### src/rtl/uart_pkg.sv
// Shared UART framing constants, parser state encoding and frame payload types.
// Imported by the RX frame parser and reused by the TX-side response framer.
package uart_pkg;

    localparam int unsigned BYTE_W  = 8;
    localparam int unsigned TIMER_W = 24;

    localparam logic [BYTE_W-1:0] SOF_BYTE = 8'hA5;
    localparam logic [BYTE_W-1:0] CMD_WR   = 8'h01;
    localparam logic [BYTE_W-1:0] CMD_RD   = 8'h02;

    typedef enum logic [2:0] {
        IDLE,
        GET_CMD,
        GET_ADDR,
        GET_DATA,
        GET_CHK
    } parseState_t;

    typedef struct packed {
        logic [BYTE_W-1:0] addr;
        logic [BYTE_W-1:0] data;
    } regFrame_t;

    function automatic logic [BYTE_W-1:0] frameChk(input logic [BYTE_W-1:0] cmd,
                                                   input logic [BYTE_W-1:0] addr,
                                                   input logic [BYTE_W-1:0] data);
        return cmd ^ addr ^ data;
    endfunction

endpackage

### src/rtl/uart_byte_timer.sv
// Inter-byte timer: clearable up-counter with a registered terminal-count flag.
// oTc is high during the cycle in which the count equals TIMEOUT_CYC-1.
module uart_byte_timer
    import uart_pkg::*;
#(
    parameter int unsigned TIMEOUT_CYC = 100000
) (
    input  logic iClk,
    input  logic iRst,
    input  logic iClr,
    input  logic iEn,
    output logic oTc
);

    localparam logic [TIMER_W-1:0] TC_VAL = TIMER_W'(TIMEOUT_CYC - 1);

    logic [TIMER_W-1:0] cnt;
    logic [TIMER_W-1:0] cntNxt;

    always_comb begin
        cntNxt = cnt;
        if (iClr) begin
            cntNxt = '0;
        end else if (iEn) begin
            cntNxt = cnt + TIMER_W'(1);
        end
    end

    always_ff @(posedge iClk or posedge iRst) begin
        if (iRst) begin
            cnt <= '0;
            oTc <= 1'b0;
        end else begin
            cnt <= cntNxt;
            oTc <= (cntNxt == TC_VAL);
        end
    end

endmodule

### src/rtl/uart_frame_parser.sv
// Parses SOF/CMD/ADDR/DATA/CHK frames from a UART byte stream into register
// read/write strobes, with inter-byte timeout and a saturating error counter.
module uart_frame_parser
    import uart_pkg::*;
#(
    parameter int unsigned TIMEOUT_CYC = 100000
) (
    input  logic              iClk,
    input  logic              iRst,
    input  logic [BYTE_W-1:0] iData,
    input  logic              iValid,
    output logic              oWrEn,
    output logic              oRdEn,
    output logic [BYTE_W-1:0] oAddr,
    output logic [BYTE_W-1:0] oWrData,
    output logic              oFrameErr,
    output logic [BYTE_W-1:0] oErrCnt,
    output logic              oBusy
);

    parseState_t       state, stateNxt;
    logic [BYTE_W-1:0] cmdQ, cmdNxt;
    regFrame_t         holdQ, holdNxt;
    logic [BYTE_W-1:0] addrNxt, wrDataNxt, errCntNxt;
    logic              wrEnNxt, rdEnNxt, errNxt;
    logic              tmrTc;
    logic              timeout;

    // A byte on the terminal cycle takes priority over the timeout.
    assign timeout = tmrTc && (state != IDLE);

    uart_byte_timer #(
        .TIMEOUT_CYC(TIMEOUT_CYC)
    ) uTimer (
        .iClk(iClk),
        .iRst(iRst),
        .iClr(iValid || (state == IDLE) || timeout),
        .iEn (state != IDLE),
        .oTc (tmrTc)
    );

    always_ff @(posedge iClk or posedge iRst) begin
        if (iRst) begin
            state     <= IDLE;
            cmdQ      <= '0;
            holdQ     <= '0;
            oAddr     <= '0;
            oWrData   <= '0;
            oWrEn     <= 1'b0;
            oRdEn     <= 1'b0;
            oFrameErr <= 1'b0;
            oErrCnt   <= '0;
            oBusy     <= 1'b0;
        end else begin
            state     <= stateNxt;
            cmdQ      <= cmdNxt;
            holdQ     <= holdNxt;
            oAddr     <= addrNxt;
            oWrData   <= wrDataNxt;
            oWrEn     <= wrEnNxt;
            oRdEn     <= rdEnNxt;
            oFrameErr <= errNxt;
            oErrCnt   <= errCntNxt;
            oBusy     <= (stateNxt != IDLE);
        end
    end

    always_comb begin
        stateNxt  = state;
        cmdNxt    = cmdQ;
        holdNxt   = holdQ;
        addrNxt   = oAddr;
        wrDataNxt = oWrData;
        wrEnNxt   = 1'b0;
        rdEnNxt   = 1'b0;
        errNxt    = 1'b0;

        if (iValid) begin
            case (state)
                IDLE: begin
                    if (iData == SOF_BYTE) begin
                        stateNxt = GET_CMD;
                    end
                end
                GET_CMD: begin
                    if ((iData == CMD_WR) || (iData == CMD_RD)) begin
                        cmdNxt   = iData;
                        stateNxt = GET_ADDR;
                    end else begin
                        errNxt   = 1'b1;
                        stateNxt = IDLE;
                    end
                end
                GET_ADDR: begin
                    holdNxt.addr = iData;
                    stateNxt     = GET_DATA;
                end
                GET_DATA: begin
                    holdNxt.data = iData;
                    stateNxt     = GET_CHK;
                end
                GET_CHK: begin
                    if (iData == frameChk(cmdQ, holdQ.addr, holdQ.data)) begin
                        addrNxt   = holdQ.addr;
                        wrDataNxt = holdQ.data;
                        wrEnNxt   = (cmdQ == CMD_WR);
                        rdEnNxt   = (cmdQ == CMD_RD);
                    end else begin
                        errNxt = 1'b1;
                    end
                    stateNxt = IDLE;
                end
                default: stateNxt = IDLE;
            endcase
        end else if (timeout) begin
            errNxt   = 1'b1;
            stateNxt = IDLE;
        end

        errCntNxt = (errNxt && (oErrCnt != 8'hFF)) ? oErrCnt + 8'd1 : oErrCnt;
    end

endmodule

### config.mk
export PLATFORM = sky130hd
export DESIGN_NAME = uart_frame_parser
export DESIGN_NICKNAME = d
export VERILOG_FILES = /design/src/rtl/uart_pkg.sv /design/src/rtl/uart_byte_timer.sv /design/src/rtl/uart_frame_parser.sv
export SDC_FILE = /design/constraint.sdc
export NUM_CORES = 1
export LEC_CHECK = 0
export ABC_AREA = 1
export CORE_ASPECT_RATIO = 0.5
export CORE_UTILIZATION = 64
export CTS_BUF_LIST = sky130_fd_sc_hd__clkbuf_8
export DETAILED_ROUTE_END_ITERATION = 12
export PLACE_DENSITY = 0.95
export SYNTH_ARGS = -nofsm -noshare
export SYNTH_HDL_FRONTEND = slang
export SYNTH_SLANG_ARGS = --single-unit
export TNS_END_PERCENT = 30
### constraint.sdc
create_clock -name iClk -period 4.55 [get_ports iClk]
set_input_delay 0.6825 -clock iClk [delete_from_list [all_inputs] [get_ports iClk]]
set_output_delay 0.6825 -clock iClk [all_outputs]
set_load 0.02 [all_outputs]
==> results of run 1 <==
cell families after synthesis:
kind of cell | after synthesis | synth area share (%)
flip-flops | 80 | 46.5
AND/OR/NAND/NOR | 301 | 33.2
AO/OA/AOI/OAI | 36 | 4.83
buffers and inverters | 92 | 8.96
XOR/XNOR | 29 | 5.90
adder cells (fa/ha/maj) | 2 | 0.581
per-stage QoR:
step                      worst slack [ns]  area [µm²]  cells  hold WS, ns  power, mW
after floorplan                       1.82        4300    540        0.470       1.19
after global placement                1.73        4730    658        0.457       1.29
after detailed placement              1.63        4730    658        0.458       1.32
after CTS                             1.94        4940    674        0.480       1.88
after global routing                  1.67        4940    674        0.502       1.97
final                                 1.90        4940    674        0.476       1.88
cell type report:
type | instances | area [µm²] | area share [%]
flip-flops and latches | 80 | 2000 | 40.5
clock buffers | 9 | 124 | 2.51
multi-input cells | 368 | 1920 | 38.8
clock inverters | 7 | 86.3 | 1.75
repair buffers | 39 | 388 | 7.85
well taps | 88 | 110 | 2.23
inverters | 83 | 315 | 6.38
registers in the layout (all words and copies together) (netlist names), 3 cells and up:
signal and count:
oAddr 8, oErrCnt 8, cmdQ 8, state 3, holdQ 16, uTimer.cnt 24
oWrData 8
worst register-to-register path: stages (launching register included):
cell and delay (ns):
sky130_fd_sc_hd__dfrtp_1 0.44, sky130_fd_sc_hd__nor2_4 0.15, sky130_fd_sc_hd__nand2_1 0.09, sky130_fd_sc_hd__nor2_1 0.83, sky130_fd_sc_hd__nand2_2 0.43, sky130_fd_sc_hd__nor4_1 0.29
worst paths after layout:
kind	start	to	slack (ns)	cells after the start
setup / recovery	iValid	oWrEn	1.90	5
hold / removal	oWrData[1]	oWrData[1]	0.48	2
setup reg to reg	state[1]	oWrEn	2.23	5
hold reg to reg	oWrData[1]	oWrData[1]	0.48	2
max in group asynchronous	iRst	oWrData[0]	2.90	3
min in group asynchronous	iRst	uTimer.cnt[21]	0.81	2
Yosys cell counts, types with 2 or more instances:
| cell type | n |
|---|---|
| sky130_fd_sc_hd__a21oi_1 | 6 |
| sky130_fd_sc_hd__inv_1 | 80 |
| sky130_fd_sc_hd__dfrtp_1 | 80 |
| sky130_fd_sc_hd__nand2_4 | 3 |
| sky130_fd_sc_hd__nor2_4 | 7 |
| sky130_fd_sc_hd__nand2_2 | 5 |
| sky130_fd_sc_hd__ha_1 | 2 |
| sky130_fd_sc_hd__o21bai_1 | 3 |
| sky130_fd_sc_hd__xnor2_1 | 21 |
| sky130_fd_sc_hd__buf_2 | 2 |
| sky130_fd_sc_hd__nor3_1 | 8 |
| sky130_fd_sc_hd__nand4_1 | 17 |
| sky130_fd_sc_hd__inv_2 | 2 |
| sky130_fd_sc_hd__nor4_1 | 4 |
| sky130_fd_sc_hd__o211ai_1 | 2 |
| sky130_fd_sc_hd__clkbuf_1 | 4 |
| sky130_fd_sc_hd__xor2_1 | 8 |
| sky130_fd_sc_hd__nand2_1 | 154 |
| sky130_fd_sc_hd__o21ai_0 | 20 |
| sky130_fd_sc_hd__nand3_1 | 51 |
| sky130_fd_sc_hd__nor2_2 | 4 |
| sky130_fd_sc_hd__nor2_1 | 38 |
| sky130_fd_sc_hd__nand3_2 | 4 |
routing by layer:
layer,up-vias,GRT usage (%),wire (µm),share of wire [%]
met5,-,0,0,0
met4,0,11.2,216,2.3
met3,29,7.16,671,7.1
met2,172,52.6,4600,49
met1,1755,36.2,3980,42
li1,1787,-,-,-
where the power goes:
| part | total [mW] | switching (mW) | internal [mW] |
|---|---|---|---|
| logic | 0.425 | 0.242 | 0.183 |
| clock network | 0.563 | 0.297 | 0.266 |
| registers | 0.895 | 0.104 | 0.791 |
| total | 1.88 | 0.643 | 1.24 |
==> impl_summary.txt, run 1 <==
----------------------------------------------------
[Setup path]
  Worst setup path class ... input port to flip-flop
  Kind of cell adding the most delay to the critical path ... simple AND/OR/NAND/NOR gates
  Worst path bufs/invs ... 2
  Launching element type of the critical path ... input port
  CP arrival ... 2.92 ns
  List of cells traversed by the critical path ... clkdlybuf4s50_1, inv_1, nor2_1, nand2_2, nor4_1
  Required time reported for the critical path endpoint ... roughly 4.8 ns
  Max stage delay cell, worst path ... sky130_fd_sc_hd__nor2_1
  Delay of the slowest cell on the worst path ... 0.85 ns
  Worst-path maximum fanout ... 18
  Capturing element type of the critical path ... flip-flop

[Timing]
  Maximum clock frequency ... ~380 MHz
  Setup clock skew after layout ... 0.00892 ns
  Unrepaired setup endpoints after global routing ... false
  Final hold violations ... 0
  Number of pins exceeding their max-slew limit in the final report ... 0
  Least-Margin Pin Slew ... 1.10 ns
  Final setup violation count ... 0
  Slew Limit Headroom ... a little over a quarter
  Final worst path period share ... between 50% and 60%
  Min Tclk post-route ... about 2.6 ns
  Setup Total Neg Slack ... 0 ns

[Global routing]
  Aggregate global-route resource usage ... approximately 30%
  Maximum number of pins on one net before global-route repair ... between 50 and 60
  Leftover overflow at the end of global routing ... 0
  First-pass GRT wire length ... roughly 16 mm
  Number of antenna violations at the first check in global routing ... 0
  Vias in the first global route ... 3453

[Place]
  Port buffer count ... 38
  Detailed-placement wirelength estimate ... 6.57 mm
  Final weighted congestion in routability-driven placement ... 0.885

[Floorplanning]
  DIE AREA ... 7080 µm²
  Effective utilization at floorplan ... about two thirds
  Row Count ... 20
  Placeable core region ... between 6000 and 7000 µm²
  Floorplan die height ... 60.0 µm
  Top-level port count ... 39
  Die width ... around 120 µm

[Detailed routing]
  Routed length per placed instance ... 14.0 µm
  Antenna Nets Post-Route ... 0
  Count of routing violations after the opening detailed-route iteration ... 342
  Vias ... ~3700
  Via/cell ratio ... 5.55
  Number of iterations in the first detailed-routing pass ... 6
  Drc violations ... 0
  Detailed-route wire length ... 9.47 mm

[Power and ir drop]
  Worst-case vdd ir drop ... between 150 and 200 µV
  Leakage component of the power ... approximately 2.5 nW
  Power density over cell area ... approximately 380 nW/µm²

[Layout]
  Share of cells above drive strength 1 ... approximately 8.5%
  Utilization after layout ... approximately four fifths
  Number of nets in the final layout ... 594
  Synthesis-to-finish area growth ... 14.8%
  Final antenna diode count ... 0
  Most used cells in the layout excluding fill and tap cells ... sky130_fd_sc_hd__nand2_1 (154), sky130_fd_sc_hd__dfrtp_1 (80), sky130_fd_sc_hd__inv_1 (79)
  Most common cell after layout, fill and taps aside ... sky130_fd_sc_hd__nand2_1
  Number of fillers in the final layout ... around 380

[Synth]
  Sequential element share of the synthesized area ... between 40% and 50%
  Count of unique library cells instantiated by Yosys ... 38
  Synthesized area per cell ... between 7 and 8 µm²
  Post-synthesis cell area ... around 4300 µm²
  Number of flops mapped to enable cells by yosys ... 0
  Proportion of netlist area held by the largest area contributor ... 46.5%
  Cell type contributing the most total cell area after synthesis ... sky130_fd_sc_hd__dfrtp_1
  Dominant synthesized flop cell ... sky130_fd_sc_hd__dfrtp_1
  Register bit total from synthesis ... 80
  Synthesized netlist net count ... between 500 and 600
  Ranking of synthesized cells by area ... sky130_fd_sc_hd__dfrtp_1 (47%), sky130_fd_sc_hd__nand2_1 (13%), sky130_fd_sc_hd__inv_1 (7.0%)
  Synth Instances ... 540
  Number of warnings printed during yosys synthesis ... 0
  Share of synthesized registers carrying an async set or reset ... 100%

[Clocking]
  CTS tree ... built
  Number of gates given a new drive strength after cts ... 0
  Clk root buf ... sky130_fd_sc_hd__clkbuf_8
  Clock Latency Late Sink ... 0.37 ns
  Setup Fix Bufs, Post-CTS ... 0
  Num CTS Buffers ... 9
  Quantity of hold-fixing buffers added after cts ... 0
  Max Root-Sink Buffers ... 2
  Depth of the CTS H-tree ... 3
  Clock tree sinks ... 80
  CTS clock-pin slew for the worst setup and hold paths ... about 0.09 ns

[Worst hold path]
  Type of the tightest min-delay check ... flip-flop to flip-flop

[Job]
  Total of max-cap violations ... 0

[Status]
  Result of the run ... complete, no violations

----------------------------------------------------
Power figures use the tool's default switching activity.
==> inputs of run 2 (changes only) <==
Settings changed: CORE_UTILIZATION 64 to 54, PLACE_DENSITY 0.95 to 0.89.
Clock period 4.55 ns to 2.2 ns, I/O delays scaled along.
==> run 2 against run 1 <==
  * Clock-buffer cell count is the same
  * Cell count grew 4.0%
  * Non-clock buffer count grew 7
  * Clock power grew 120%
  * Die area grew 18%
  * Sequential power grew 100%
  * Combinational power grew 100%
  * Worst hold slack lost 0.12 ns
  * First-iteration DRC count shrank 41%
  * Core utilization shrank 11 points
  * Global-route usage shrank 4.9 points
  * Final area grew 2.5%
  * Largest power group unchanged
  * Highest routed layer unchanged
==> impl_summary.txt, run 2 (synthesis results as in run 1) <==
----------------------------------------------------
[Status]
  Result of the run ... complete, no violations (unchanged)

[Detailed routing]
  Detailed-route wire length ... 9.09 mm (was 9.47 mm)
  Count of routing violations after the opening detailed-route iteration ... 201 (was 342)
  Number of iterations in the first detailed-routing pass ... 4 (was 6)
  Antenna Nets Post-Route ... 0 (unchanged)
  Drc violations ... 0 (unchanged)
  Via/cell ratio ... 5.15 (was 5.55)
  Vias ... 3608 (was 3743)
  Routed length per placed instance ... 13.0 µm (was 14.0 µm)

[Power and ir drop]
  Final total power ... 3.92 mW (was 1.88 mW)
  Power density over cell area ... 774 nW/µm² (was 381 nW/µm²)
  Worst-case vdd ir drop ... 326 µV (was 188 µV)
  Leakage component of the power ... 2.57 nW (was 2.53 nW)

[Global routing]
  Leftover overflow at the end of global routing ... 0 (unchanged)
  Number of antenna violations at the first check in global routing ... 0 (unchanged)
  First-pass GRT wire length ... 15.9 mm (was 16.0 mm)
  Aggregate global-route resource usage ... 24.7% (was 29.6%)
  Vias in the first global route ... 3492 (was 3453)
  Maximum number of pins on one net before global-route repair ... 33 (was 58)

[Layout]
  Final antenna diode count ... 0 (unchanged)
  Synthesis-to-finish area growth ... 17.7% (was 14.8%)
  Largest regs ... uTimer.cnt x24, holdQ x16 (unchanged)
  Most common cell after layout, fill and taps aside ... sky130_fd_sc_hd__nand2_1 (unchanged)
  Top reg by flops ... uTimer.cnt (unchanged)
  Final non-filler cell area ... 5060 µm² (was 4940 µm²)
  Share of cells above drive strength 1 ... 9.61% (was 8.53%)
  Number of nets in the final layout ... 601 (was 594)
  Flip-flop count of the largest register, all copies and words added ... 24 (unchanged)
  Most used cells in the layout excluding fill and tap cells ... sky130_fd_sc_hd__nand2_1 (154), sky130_fd_sc_hd__dfrtp_1 (80), sky130_fd_sc_hd__inv_1 (79) (unchanged)

[Setup path]
  Delay of the slowest cell on the worst path ... 0.41 ns (was 0.85 ns)
  Worst-path maximum fanout ... 9 (was 18)
  CP arrival ... 2.16 ns (was 2.92 ns)
  Launching element type of the critical path ... flip-flop (was input port)
  Worst setup path class ... flip-flop to flip-flop (was input port to flip-flop)
  Capturing element type of the critical path ... flip-flop (unchanged)
  Worst path bufs/invs ... 1 (was 2)
  Max stage delay cell, worst path ... sky130_fd_sc_hd__dfrtp_1 (was sky130_fd_sc_hd__nor2_1)
  Kind of cell adding the most delay to the critical path ... simple AND/OR/NAND/NOR gates (unchanged)
  Cell type with the highest occurrence count on the critical path ... sky130_fd_sc_hd__nand3_1
  Required time reported for the critical path endpoint ... 2.46 ns (was 4.82 ns)
  List of cells traversed by the critical path ... ha_1, nand2_1, inv_1, nand2_4, nor2_8, nand3_2, nor2_2, nand3_1, nand2_1, nand3_1, nand3_1, nor2_1 (was clkdlybuf4s50_1, inv_1, nor2_1, nand2_2, nor4_1)

[Place]
  Detailed-placement wirelength estimate ... 6.72 mm (was 6.57 mm)
  Final weighted congestion in routability-driven placement ... 0.889 (was 0.885)
  Placed standard-cell area ... 4840 µm² (was 4730 µm²)
  Port buffer count ... 38 (unchanged)

[Floorplanning]
  DIE AREA ... 8350 µm² (was 7080 µm²)
  Placeable core region ... 7510 µm² (was 6280 µm²)
  Die width ... 128 µm (was 118 µm)
  Floorplan die height ... 65.1 µm (was 60.0 µm)
  Row Count ... 22 (was 20)
  Effective utilization at floorplan ... 57.3% (was 68.5%)
  Top-level port count ... 39 (unchanged)

[Clocking]
  CTS clock-pin slew for the worst setup and hold paths ... 0.08 ns (was 0.09 ns)
  Clock tree sinks ... 80 (unchanged)
  Clk root buf ... sky130_fd_sc_hd__clkbuf_8 (unchanged)
  Quantity of hold-fixing buffers added after cts ... 0 (unchanged)
  CTS tree ... built (unchanged)
  Setup Fix Bufs, Post-CTS ... 0 (unchanged)
  Max Root-Sink Buffers ... 2 (unchanged)
  Number of gates given a new drive strength after cts ... 0 (unchanged)
  Num CTS Buffers ... 9 (unchanged)
  Clock Latency Late Sink ... 0.36 ns (was 0.37 ns)
  Depth of the CTS H-tree ... 3 (unchanged)

[Timing]
  Hold slack final ... 0.355 ns (was 0.476 ns)
  Maximum clock frequency ... 527 MHz
  Unrepaired setup endpoints after global routing ... false (unchanged)
  Final setup violation count ... 0 (unchanged)
  Setup Total Neg Slack ... 0 ns (unchanged)
  Min Tclk post-route ... ~1.9 ns
  Final worst path period share ... about 86%
  Slew Limit Headroom ... 65.3% (was 26.3%)
  Least-Margin Pin Slew ... 0.520 ns (was 1.10 ns)
  Number of pins exceeding their max-slew limit in the final report ... 0 (unchanged)
  Final hold violations ... 0 (unchanged)
  Setup clock skew after layout ... 0.00575 ns (was 0.00892 ns)

[Worst hold path]
  Type of the tightest min-delay check ... input port to asynchronous set/reset pin (was flip-flop to flip-flop)

[Job]
  Total of max-cap violations ... 0 (unchanged)

----------------------------------------------------
run 2: cell types whose count changed in the layout (fill, tap and decap cells not counted):
| cell | before | now |
|---|---|---|
| sky130_fd_sc_hd__inv_8 | 2 | 1 |
| sky130_fd_sc_hd__bufinv_16 | 1 | 2 |
| sky130_fd_sc_hd__buf_12 | 0 | 2 |
| sky130_fd_sc_hd__clkinv_2 | 1 | 0 |
| sky130_fd_sc_hd__clkinvlp_4 | 1 | 3 |
| sky130_fd_sc_hd__buf_4 | 1 | 6 |
| sky130_fd_sc_hd__inv_6 | 2 | 1 |
run 2: layout make-up:
cell class                      count  area [µm²]
Tap cell                          108         135
Multi-Input combinational cell    368        1920
Clock buffer                        9         124
Clock inverter                      7         104
Timing Repair Buffer               46         465
Sequential cell                    80        2000
Inverter                           83         318
Fill cell                         581        2450
run 2: per-layer routing:
metal  global-route usage, %  up-vias  part of all wire, %
met4                    10.0        0                  2.2
met1                    30.6     1704                   45
met2                    42.0       86                   48
li1                        -     1796                    -
met3                    5.94       22                  4.1
met5                       0        -                    0
run 2: final timing paths:
| path | start | end | slack, ns | cells past startpoint |
|---|---|---|---|---|
| max | uTimer.cnt[0] | uTimer.oTc | 0.30 | 12 |
| min | iRst | uTimer.cnt[10] | 0.36 | 2 |
| max reg2reg | uTimer.cnt[0] | uTimer.oTc | 0.30 | 12 |
| min reg2reg | oAddr[0] | oAddr[0] | 0.47 | 2 |
| max in group asynchronous | iRst | oWrData[4] | 1.33 | 3 |
| min in group iClk | oAddr[0] | oAddr[0] | 0.47 | 2 |
run 2: report_power, final:
group	switching [mW]	internal [mW]	total [mW]
sequential	0.198	1.64	1.83
combinational	0.476	0.391	0.867
clock	0.569	0.652	1.22
total	1.24	2.68	3.92
run 2: per-stage QoR:
step | instances | worst slack, ns | util (%)
finish | 701 | 0.304 | 67.4
global route | 701 | 0.133 | 67.4
CTS | 701 | 0.309 | 67.4
detailed placement | 685 | 0.0120 | 64.4
global placement | 685 | 0.0990 | 64.4
floorplan | 540 | 0.604 | -
==> inputs of run 3 (changes only) <==
Settings changed: CORE_ASPECT_RATIO 0.5 to not set, GPL_TIMING_DRIVEN set to 0.
==> run 3 against run 2 <==
  * Clock-buffer cell count is 2 higher
  * Via count is 1.6% higher
  * Sequential cell count stayed put
  * Worst hold slack worse by 0.013 ns
  * Register-to-register slack worse by 0.05 ns
  * Global-route usage is 0.70 points lower
==> impl_summary.txt, run 3 (synthesis results as in run 1) <==
----------------------------------------------------
[Detailed routing]
  Antenna Nets Post-Route ... 0 (unchanged)
  Via/cell ratio ... 5.25 (was 5.15)
  Number of iterations in the first detailed-routing pass ... 4 (unchanged)
  Vias ... 3665 (was 3608)
  Count of routing violations after the opening detailed-route iteration ... 208 (was 201)
  Drc violations ... 0 (unchanged)
  Routed length per placed instance ... 13.2 µm (was 13.0 µm)
  Detailed-route wire length ... 9.24 mm (was 9.09 mm)

[Layout]
  Count of placed standard cells in the final layout, fillers left out ... 698 (was 701)
  Utilization after layout ... 65.8% (was 67.4%)
  Final non-filler cell area ... 5090 µm² (was 5060 µm²)
  Final antenna diode count ... 0 (unchanged)
  Footprint of the multi-input gates ... 1920 µm² (unchanged)
  Seq. cell area ... 2000 µm² (unchanged)
  Largest regs ... uTimer.cnt x24, holdQ x16 (unchanged)
  Most used cells in the layout excluding fill and tap cells ... sky130_fd_sc_hd__nand2_1 (154), sky130_fd_sc_hd__inv_1 (80), sky130_fd_sc_hd__dfrtp_1 (80) (was sky130_fd_sc_hd__nand2_1 (154), sky130_fd_sc_hd__dfrtp_1 (80), sky130_fd_sc_hd__inv_1 (79))
  Share of cells above drive strength 1 ... 9.23% (was 9.61%)
  Top reg by flops ... uTimer.cnt (unchanged)
  Synthesis-to-finish area growth ... 18.2% (was 17.7%)
  Flip-flop count of the largest register, all copies and words added ... 24 (unchanged)
  Most common cell after layout, fill and taps aside ... sky130_fd_sc_hd__nand2_1 (unchanged)
  Number of fillers in the final layout ... 608 (was 581)
  Number of nets in the final layout ... 604 (was 601)

[Place]
  Detailed-placement wirelength estimate ... 6.98 mm (was 6.72 mm)
  Placed standard-cell area ... 4850 µm² (was 4840 µm²)
  Total placed cells including tap cells ... 682 (was 685)
  Port buffer count ... 38 (unchanged)
  Final weighted congestion in routability-driven placement ... 0.848 (was 0.889)
  Placement-stage worst setup slack ... -0.0713 ns (was 0.0120 ns)

[Setup path]
  Max stage delay cell, worst path ... sky130_fd_sc_hd__clkdlybuf4s50_1 (was sky130_fd_sc_hd__dfrtp_1)
  Cell type with the highest occurrence count on the critical path ... sky130_fd_sc_hd__nand2_1 (was sky130_fd_sc_hd__nand3_1)
  Reg2reg start ... uTimer.cnt[0] (unchanged)
  Worst-path maximum fanout ... 10 (was 9)
  Startpoint of the most critical setup path ... iData[7] (was uTimer.cnt[0])
  Capturing element type of the critical path ... flip-flop (unchanged)
  Launching element type of the critical path ... input port (was flip-flop)
  List of cells traversed by the critical path ... clkdlybuf4s50_1, xnor2_1, xnor2_1, nand2_1, nor2_1, nand2_1, inv_2, nand2_2, buf_2, nand2_1, nand2_1 (was ha_1, nand2_1, inv_1, nand2_4, nor2_8, nand3_2, nor2_2, nand3_1, nand2_1, nand3_1, nand3_1, nor2_1)
  Delay of the slowest cell on the worst path ... 0.49 ns (was 0.41 ns)
  Worst setup path class ... input port to flip-flop (was flip-flop to flip-flop)
  CP arrival ... 2.21 ns (was 2.16 ns)
  Register-to-register setup slack ... 0.25 ns (was 0.30 ns)
  Required time reported for the critical path endpoint ... 2.45 ns (was 2.46 ns)

[Timing]
  Final worst path period share ... 89.4% (was 86.2%)
  Slew Limit Headroom ... 65.4% (was 65.3%)
  Worst Setup Slack, final ... 0.234 ns (was 0.304 ns)
  Unrepaired setup endpoints after global routing ... false (unchanged)
  Final setup violation count ... 0 (unchanged)
  Hold slack final ... 0.343 ns (was 0.355 ns)
  Setup Total Neg Slack ... 0 ns (unchanged)
  Maximum clock frequency ... 509 MHz (was 527 MHz)
  Setup clock skew after layout ... 0.0105 ns (was 0.00575 ns)
  Number of pins exceeding their max-slew limit in the final report ... 0 (unchanged)
  Least-Margin Pin Slew ... 0.517 ns (was 0.520 ns)
  Final hold violations ... 0 (unchanged)
  Min Tclk post-route ... 1.97 ns (was 1.90 ns)

[Clocking]
  Clk root buf ... sky130_fd_sc_hd__clkbuf_8 (unchanged)
  Clock Latency Late Sink ... 0.35 ns (was 0.36 ns)
  CTS clock-pin slew for the worst setup and hold paths ... 0.08 ns (about the same)
  Max Root-Sink Buffers ... 2 (unchanged)
  Setup Fix Bufs, Post-CTS ... 0 (unchanged)
  CTS tree ... built (unchanged)
  Depth of the CTS H-tree ... 3 (unchanged)
  Num CTS Buffers ... 9 (unchanged)
  Quantity of hold-fixing buffers added after cts ... 0 (unchanged)
  Clock tree sinks ... 80 (unchanged)
  Number of gates given a new drive strength after cts ... 0 (unchanged)

[Global routing]
  Maximum number of pins on one net before global-route repair ... 35 (was 33)
  Number of antenna violations at the first check in global routing ... 0 (unchanged)
  Leftover overflow at the end of global routing ... 0 (unchanged)
  Vias in the first global route ... 3600 (was 3492)
  Aggregate global-route resource usage ... 24.0% (was 24.7%)
  First-pass GRT wire length ... 15.9 mm (about the same)

[Floorplanning]
  Floorplan die height ... 91.3 µm (was 65.1 µm)
  Die width ... 91.3 µm (was 128 µm)
  Top-level port count ... 39 (unchanged)
  Effective utilization at floorplan ... 55.7% (was 57.3%)
  Row Count ... 32 (was 22)
  Placeable core region ... 7730 µm² (was 7510 µm²)
  DIE AREA ... 8330 µm² (was 8350 µm²)

[Power and ir drop]
  Power density over cell area ... 786 nW/µm² (was 774 nW/µm²)
  Leakage component of the power ... 2.58 nW (was 2.57 nW)
  Final total power ... 4.00 mW (was 3.92 mW)
  Worst-case vdd ir drop ... 348 µV (was 326 µV)

[Worst hold path]
  Type of the tightest min-delay check ... input port to asynchronous set/reset pin (unchanged)

[Status]
  Result of the run ... complete, no violations (unchanged)

[Job]
  Total of max-cap violations ... 0 (unchanged)

----------------------------------------------------
[run 3: cell count changes in the layout (fill, tap and decap cells not counted), moves of 2 or more]
cell                       before  now
sky130_fd_sc_hd__buf_2          0    2
sky130_fd_sc_hd__buf_4          6    0
sky130_fd_sc_hd__clkbuf_1       0    4
sky130_fd_sc_hd__clkbuf_8       9   11
[run 3: final timing paths]
kind | to | cells past startpoint
hold reg to reg | oWrData[7] | 2
setup reg to reg | uTimer.oTc | 12
max in group asynchronous | cmdQ[2] | 3
hold / removal | oErrCnt[6] | 2
min in group iClk | oWrData[7] | 2
setup / recovery | oAddr[0] | 11
[run 3: routing by layer]
layer	GRT usage, %	vias to the layer above	share of wire, %
li1	-	1801	-
met1	29.7	1751	44
met2	41.1	92	50
met3	4.19	21	3.9
met4	10.6	0	2.1
met5	0	-	0
[run 3: report_power, final]
part	switching, mW	internal [mW]
Clock	0.551	0.700
Combinational	0.504	0.413
Sequential	0.194	1.64
[run 3: worst max-delay path: cells and delay by family]
kind | cells | cell delay (ns)
xor gates and xnor gates | 2 | 0.42
and+or+nand+nor | 6 | 0.59
buffers and inverters | 3 | 0.85
[run 3: area by class of cell]
cell class	instances	share of cell area, %
Buffer	9	1.40
Multi-Input combinational cell	368	37.7
Inverter	83	6.25
Timing Repair Buffer	40	8.27
Tap cell	102	2.51
Clock buffer	11	2.98
Sequential cell	80	39.4
Clock inverter	5	1.57
